**config.mk**
```make
export PLATFORM = sky130hd
export DESIGN_NAME = design_08_result_buf
export DESIGN_NICKNAME = d
export VERILOG_FILES = /design/src/rtl/design_08_result_buf.sv
export SDC_FILE = /design/constraint.sdc
export NUM_CORES = 1
export LEC_CHECK = 0
export CORE_ASPECT_RATIO = 1.75
export CORE_MARGIN = 4
export CORE_UTILIZATION = 32
export CTS_BUF_LIST = sky130_fd_sc_hd__clkbuf_16
export DETAILED_ROUTE_END_ITERATION = 10
export GPL_ROUTABILITY_DRIVEN = 0
export HOLD_SLACK_MARGIN = 0.08
export PLACE_DENSITY = 0.6
export SYNTH_ARGS = -nofsm -noshare
export SYNTH_HDL_FRONTEND = slang
export SYNTH_SLANG_ARGS = --single-unit
```
**constraint.sdc**
```tcl
create_clock -name clk -period 3.03 [get_ports clk]
set_input_delay 0.909 -clock clk [delete_from_list [all_inputs] [get_ports clk]]
set_output_delay 0.909 -clock clk [all_outputs]
set_load 0.1 [all_outputs]
```
**src/rtl/design_08_result_buf.sv**
```systemverilog
// Result FIFO behind design_08: ready/valid out, overflow/drop status.
// Optional same-cycle bypass when empty: DESIGN_08_RESULT_BUF_BYPASS_EN.
module design_08_result_buf #(
  parameter int W     = 16,
  parameter int DEPTH = 4,
  parameter int CNT_W = 8
) (
  input  logic                     clk,
  input  logic                     rst,
  input  logic                     in_valid,
  input  logic [W-1:0]             in_data,
  output logic                     out_valid,
  input  logic                     out_ready,
  output logic [W-1:0]             out_data,
  output logic [$clog2(DEPTH):0]   level,
  output logic                     overflow,
  output logic [CNT_W-1:0]         drop_cnt,
  input  logic                     clr
);

  localparam int AW = $clog2(DEPTH);
  localparam int LW = AW + 1;
  localparam logic [LW-1:0] FULL = LW'(DEPTH);
  localparam logic [CNT_W-1:0] CNT_MAX = '1;

  logic [W-1:0]  mem [DEPTH];
  logic [AW-1:0] wr_ptr;
  logic [AW-1:0] rd_ptr;

  logic fifo_valid;
  logic full;
  logic byp;
  logic byp_take;
  logic pop;
  logic push;
  logic drop;

  assign fifo_valid = (level != '0);
  assign full       = (level == FULL);

`ifdef DESIGN_08_RESULT_BUF_BYPASS_EN
  assign byp      = ~fifo_valid & in_valid;
  assign byp_take = byp & out_ready;
`else
  assign byp      = 1'b0;
  assign byp_take = 1'b0;
`endif

  assign out_valid = fifo_valid | byp;

  always_comb begin
    out_data = '0;
    if (fifo_valid)
      out_data = mem[rd_ptr];
    else if (byp)
      out_data = in_data;
  end

  // Only a registered head counts as a FIFO pop; a bypass take never enters.
  assign pop  = fifo_valid & out_ready;
  assign push = in_valid & (~full | pop) & ~byp_take;
  assign drop = in_valid & full & ~pop;

  always_ff @(posedge clk) begin
    if (push && !rst)
      mem[wr_ptr] <= in_data;
  end

  always_ff @(posedge clk) begin
    if (rst) begin
      wr_ptr <= '0;
      rd_ptr <= '0;
      level  <= '0;
    end else begin
      if (push)
        wr_ptr <= wr_ptr + AW'(1);
      if (pop)
        rd_ptr <= rd_ptr + AW'(1);
      unique case ({push, pop})
        2'b10:   level <= level + LW'(1);
        2'b01:   level <= level - LW'(1);
        default: level <= level;
      endcase
    end
  end

  // A drop in the clr cycle still records itself.
  always_ff @(posedge clk) begin
    if (rst) begin
      overflow <= 1'b0;
      drop_cnt <= '0;
    end else if (drop) begin
      overflow <= 1'b1;
      if (clr)
        drop_cnt <= CNT_W'(1);
      else if (drop_cnt != CNT_MAX)
        drop_cnt <= drop_cnt + CNT_W'(1);
    end else if (clr) begin
      overflow <= 1'b0;
      drop_cnt <= '0;
    end
  end

endmodule

```
==> qor.yml, run 1 <==
critical_path:
  r2r_slack_ns: 0.66
  arrival_ns: 1.92
  critPathCaptureType: "primary output"
  path_cells: "or3_1, and2_1, buf_12"
  regToRegEndpoint: "level[1]"
  cp-start-kind: "register"
  path_class: "reg -> out"
  rr_worst_depth: 6
  crit_required_ns: 2.12
  cp_max_fo: 19
  slowest_delay_ns: 0.72
  crit_path_top_delay_cell: "or3_1"
  r2r_start: "level[0]"
global_route:
  grt_max_degree: 20
  antenna_found_initial: 0
  met1_usage: 0.127
  overflow: 0
  grt_pass1_wl_um: 11100
  grt_pass1_vias: 2181
  grt_use_met3: 0.0248
  groute.layer.met2.usage: 0.202
  grt.total_usage: 0.114
  grt_busiest_layer: "met2"
min_path:
  hold_depth: 2
  min-delay-start: "drop_cnt[7]"
  whs_endpoint: "drop_cnt[7]"
  hold_class: "reg -> reg"
synth:
  yosys.area_share.adder: 0.0236
  ys_ff_latch: 82
  synth_top_area_frac: 0.549
  yosysWarningCount: 0
  postSynthAreaPerCell_um2: 15.0
  synth-compound-area-share: 0.0486
  synth-main-ff-cell: "edfxtp_1"
  syn_area_um2: 3500
  synthSimpleGateAreaFrac: 0.120
  async_flop_share: 0
  netlist_top_cells_area: "edfxtp_1 55%, dfxtp_1 10%, mux4_2 10%"
  synth_edf_count: 64
  yosysSeqAreaShare: 0.652
  synth.area.mux_share: 0.117
  synth_nets: 260
  synth_top_family_by_area: "simple AND/OR/NAND/NOR gates"
  yosysTopAreaCell: "edfxtp_1"
  netlist_instances: 233
  yosysUniqueCellTypes: 45
  synth_xor_area_frac: 0.0100
die:
  core_region_area_um2: 10700
  num_rows: 50
  die_w_um: 87.1
  num_io_pins: 50
  initial_core_util: 0.327
  die_height_um: 146
  die-area_um2: 12700
sta:
  clock_skew_ns: 0.00570
  fmax_ghz: 0.354
  rsz0062_at_grt: "no"
  timing.final.crit_share: 0.933
  final.setup.tns_ns: 0
  max_slew.worst_pin.slew_ns: 0.781
  maxSlewViolCount: 0
  slew_headroom: 0.479
  period_minus_slack_ns: 2.83
  setup_viol: 0
  hold_viol: 0
clock_tree:
  cts_root_buffer: "clkbuf_16"
  post-cts-setup-buffers: 0
  cts_tree: "yes"
  cts.reportedPaths.clkPinSlew_ns: 0.06
  hold_buffers: 0
  ctsLongestPathBuffers: 2
  clock_latency_ns: 0.32
  htree_levels: 3
  cts_resized: 0
  numCtsBuffers: 9
  cts.sinks: 82
status:
  status: "completed"
routing:
  drt_pass1_iterations: 4
  via_count: 2103
  wl_per_cell_um: 16.0
  drc: 0
  antenna_left: 0
  viasPerCell: 4.96
  drt_iter0_markers: 119
  wl_um: 6770
finish:
  area_growth_pct: 32.1
  antenna_cells: 0
  final_cells: 424
  drive_gt1_frac: 0.286
  fin_nets: 316
pwr:
  p_leak_nw: 1.58
  clockPowerShare: 0.342
  p_sw_w: 0.000900
  internal_power_w: 0.00217
  p_seq_frac: 0.413
  combPwrFrac: 0.245
  power_density_nw_per_um2: 664
  vdd_drop_max_uv: 339
  netSwitchingFraction: 0.293
placed_design:
  portBuffers: 49
  dp.cells: 408
  dp_hpwl_um: 4610
flow_run:
  maxCapViolCount: 0
final cells by class:
| type | count | area, um2 |
|---|---|---|
| Multi-Input combinational cell | 128 | 1140 |
| Tap cell | 130 | 163 |
| Inverter | 8 | 30.0 |
| Clock inverter | 7 | 68.8 |
| Timing Repair Buffer | 60 | 713 |
| Clock buffer | 9 | 225 |
| Sequential cell | 82 | 2290 |
| Fill cell | 949 | 6070 |
worst max-delay path by stage:
stage,start,to,cells past startpoint
floorplan,level[2],out_data[10],5
global placement,out_ready,drop_cnt[4],4
detailed placement,in_valid,level[1],7
CTS,register,out_data[2],4
global route,level[1],out_data[0],3
finish,level[2],out_data[2],3
state kept, by name (all words and copies together), names as in the netlist, named ones only:
signal,cells
mem,64
drop_cnt,8
level,3
rd_ptr,2
wr_ptr,2
overflow,1
cells in the mapped netlist, drive strengths merged (2+ instances only):
library cell and n:
a21oi 7, o211ai 2, nand4 3, mux2i 5, dfxtp 18, o21ai 3
nor4 2, nor2b 2, edfxtp 64, ha 5, and2 20, mux4 16
nand2 11, a211oi 3, clkbuf 9, nand2b 2, nor3 4, xor2 3
nor2 7, inv 8, buf 6, or3 5, or4 2, nand3 4
and3 2, nand4b 2
placed cells by master, fill, tap and decap left out, types with 4 or more instances in the layout:
master           count
a21oi_1              7
and2_1              12
and2_4               8
buf_12              17
buf_4               23
clkbuf_16            9
clkdlybuf4s50_1     20
dfxtp_1             15
edfxtp_1            64
ha_1                 5
inv_1                9
mux2i_1              5
mux4_2              16
nand2_1             11
nand3_1              4
nor2_1               7
nor3_1               4
or3_1                5
critical path, delay by kind of cell, from the launching register on:
family / cells / cell delay, ns
AND/OR/NAND/NOR: 2 / 1.04
flip-flops: 1 / 0.37
buffers and inverters: 1 / 0.17
cells by family after synthesis:
group                      Yosys count
xor gates and xnor gates             4
buffers and inverters               23
AOI/OAI and AO/OA                   25
and+or+nand+nor                     72
DFF                                 82
muxes                               21
adders and majority gates            6
per-layer routing:
metal / up-vias / routed length (um) / share of wire
met4: 0 / 126 / 0.019
met1: 1025 / 2620 / 0.39
met3: 14 / 289 / 0.043
met5: - / 0 / 0
met2: 61 / 3730 / 0.55
li1: 1003 / - / -
stage by stage:
step / power [W] / setup slack [ns] / utilization / instance area [um2] / hold WS [ns]
2_1_floorplan: 0.00179 / 0.0886 / - / 3530 / 0.484
3_3_place_gp: 0.00204 / 0.353 / 0.405 / 4330 / 0.490
3_5_place_dp: 0.00205 / 0.302 / 0.405 / 4330 / 0.493
4_1_cts: 0.00311 / 0.145 / 0.432 / 4630 / 0.506
5_1_grt: 0.00319 / 0.0755 / 0.432 / 4630 / 0.535
6_report: 0.00307 / 0.204 / 0.432 / 4630 / 0.515
power by group through the flow:
stage | logic, W | registers (W) | clock network (W)
after floorplan | 0.000482 | 0.00131 | 0
after global placement | 0.000755 | 0.00129 | 0
after detailed placement | 0.000761 | 0.00129 | 0
after CTS | 0.000761 | 0.00127 | 0.00108
after global routing | 0.000786 | 0.00127 | 0.00113
final | 0.000752 | 0.00127 | 0.00105
No activity file was read; power rests on OpenSTA's default activity.
==> inputs of run 2 (changes only) <==
Settings changed: DONT_BUFFER_PORTS set to 1, MAX_ROUTING_LAYER set to met4, PLACE_DENSITY 0.6 to 0.54.
Clock period 3.03 ns to 3.65 ns, I/O delays scaled along.
==> run 2 against run 1 <==
  * First-iteration DRC count down 36%
  * Global-route usage up 0.33 points
  * Non-clock buffer count down 35
  * Die area unchanged
  * Sequential share of layout area up 6.6 points
  * Register-to-register slack better by 0.43 ns
  * Via count down 6.5%
  * Sequential cell count unchanged
  * Critical path depth unchanged
  * Clock skew up 0.0025 ns
==> qor.yml, run 2 (synthesis gave the netlist of run 1 again) <==
placed_design:
  dp.cells: 373  # -8.6%
  dp_hpwl_um: 4610  # about the same
  pre_cts_slack_ns: 0.780  # +0.478 ns
  portBuffers: 0  # -100%
sta:
  maxSlewViolCount: 0  # unchanged
  setup_slack_ns: 0.452  # +0.247 ns
  timing.final.crit_share: 0.876
  hold_viol: 0  # unchanged
  setup_viol: 0  # unchanged
  fmax_ghz: 0.313
  clock_skew_ns: 0.00821  # +0.00250 ns
  rsz0062_at_grt: "no"
  slew_headroom: 0.282  # -0.198
  final.setup.tns_ns: 0  # unchanged
  hold_slack_ns: 0.516  # +0.000217 ns
  period_minus_slack_ns: 3.20
  max_slew.worst_pin.slew_ns: 1.08  # +0.295 ns
critical_path:
  arrival_ns: 2.10  # +0.18 ns
  path_cells: "or3_2, and2_2, buf_4"
  r2r_slack_ns: 1.09  # +0.43 ns
  critPathCaptureType: "primary output"
  path_class: "reg -> out"
  slowest_delay_ns: 0.76  # +0.04 ns
  crit_path_top_delay_cell: "or3_2"
  cp_max_fo: 19  # unchanged
  r2r_start: "level[1]"
  rr_worst_depth: 4  # -2
  cp-start-kind: "register"
  regToRegEndpoint: "mem[0][0]"
  crit_required_ns: 2.55  # +0.43 ns
status:
  status: "completed"
routing:
  drt_pass1_iterations: 4  # unchanged
  antenna_left: 0  # unchanged
  drc: 0  # unchanged
  wl_um: 6830  # +0.95%
  wl_per_cell_um: 17.6  # +10%
  drt_iter0_markers: 76  # -36%
  viasPerCell: 5.07  # +2.2%
  via_count: 1966  # -6.5%
global_route:
  grt.total_usage: 0.118  # +0.00328
  antenna_found_initial: 0  # unchanged
  grt_use_met3: 0.0435  # +0.0186
  grt_pass1_vias: 2089  # -4.2%
  met1_usage: 0.108  # -0.0188
  grt_busiest_layer: "met2"
  grt_pass1_wl_um: 10800  # -2.2%
  groute.layer.met2.usage: 0.211  # +0.00875
  grt_max_degree: 20  # unchanged
  overflow: 0  # unchanged
clock_tree:
  htree_levels: 3  # unchanged
  ctsLongestPathBuffers: 2  # unchanged
  cts.sinks: 82  # unchanged
  hold_buffers: 0  # unchanged
  clock_latency_ns: 0.33  # about the same
  cts_tree: "yes"
  cts_resized: 0  # unchanged
  numCtsBuffers: 9  # unchanged
  cts_root_buffer: "clkbuf_16"
  cts.reportedPaths.clkPinSlew_ns: 0.06  # about the same
  post-cts-setup-buffers: 0  # unchanged
finish:
  antenna_cells: 0  # unchanged
  drive_gt1_frac: 0.260  # -0.0260
  largest_reg_flops: 64  # unchanged
  final_common_cell: "edfxtp_1"
  final_cell_mix: "64 x edfxtp_1, 23 x buf_4, 16 x mux4_2"
  fin_nets: 281  # -11%
  top_regs: "mem (64), drop_cnt (8), level (3)"
  final_cells: 388  # -8.5%
  regMostFlops: "mem"
  area_growth_pct: 16.6
flow_run:
  maxCapViolCount: 0  # unchanged
min_path:
  hold_class: "reg -> reg"
  hold_depth: 2  # unchanged
  whs_endpoint: "wr_ptr[1]"
  min-delay-start: "wr_ptr[1]"
die:
  num_rows: 50  # unchanged
  core_region_area_um2: 10700  # unchanged
  die_w_um: 87.1  # unchanged
  die_height_um: 146  # unchanged
  die-area_um2: 12700  # unchanged
  initial_core_util: 0.327  # unchanged
  num_io_pins: 50  # unchanged
pwr:
  p_leak_nw: 1.34  # -15%
  power_density_nw_per_um2: 570  # -14%
  vdd_drop_max_uv: 233  # -31%
==> run 2: changes by cell type in the layout (fill, tap and decap cells not counted), sizes merged <==
cell,change
clkinvlp,+1
inv,-1
buf,-15
clkdlybuf4s50,-20
bufinv,-1
==> run 2: worst max path at each step <==
stage / from / to / slack (ns) / cells after the start
2_1_floorplan: level[2] / out_data[10] / 0.20 / 5
3_3_place_gp: level[2] / out_data[8] / 0.81 / 3
3_5_place_dp: level[2] / out_data[8] / 0.78 / 3
4_1_cts: level[2] / out_data[8] / 0.42 / 3
5_1_grt: level[2] / out_data[8] / 0.36 / 3
6_report: level[2] / out_data[8] / 0.45 / 3
==> run 2: area by class of cell <==
cell class | count | area (um2)
Inverter | 8 | 30.0
Clock buffer | 9 | 225
Tap cell | 130 | 163
Fill cell | 1027 | 6620
Sequential cell | 82 | 2290
Timing Repair Buffer | 25 | 213
Multi-Input combinational cell | 128 | 1130
Clock inverter | 6 | 35.0
==> run 2: critical path, delay by kind of cell (launching register included) <==
family	cells	cell delay (ns)
simple gates	2	1.01
flops	1	0.53
buf+inv	1	0.23
==> run 2: metal layers <==
metal	vias to the layer above	part of all wire	routed length (um)
met1	977	0.34	2350
met5	-	0	0
met2	50	0.57	3880
met3	10	0.072	492
li1	929	-	-
met4	0	0.016	107
==> run 2: report_power, final <==
part	internal, W	switching, W	total [W]
combinational	0.000133	0.000325	0.000458
sequential	0.00104	0.0000421	0.00108
clock	0.000451	0.000338	0.000790
total	0.00162	0.000705	0.00233
==> run 2: per-stage QoR <==
step	util	power, W	instance area (um2)
after CTS	0.382	0.00236	4080
after global routing	0.382	0.00243	4080
after detailed placement	0.357	0.00156	3820
final	0.382	0.00233	4080
after floorplan	-	0.00148	3520
after global placement	0.357	0.00156	3820
==> inputs of run 3 (changes only) <==
Settings changed: GPL_ROUTABILITY_DRIVEN 0 to unset.
==> results of run 3 <==
Final layout, timing and power as in run 2 (identical DEF).
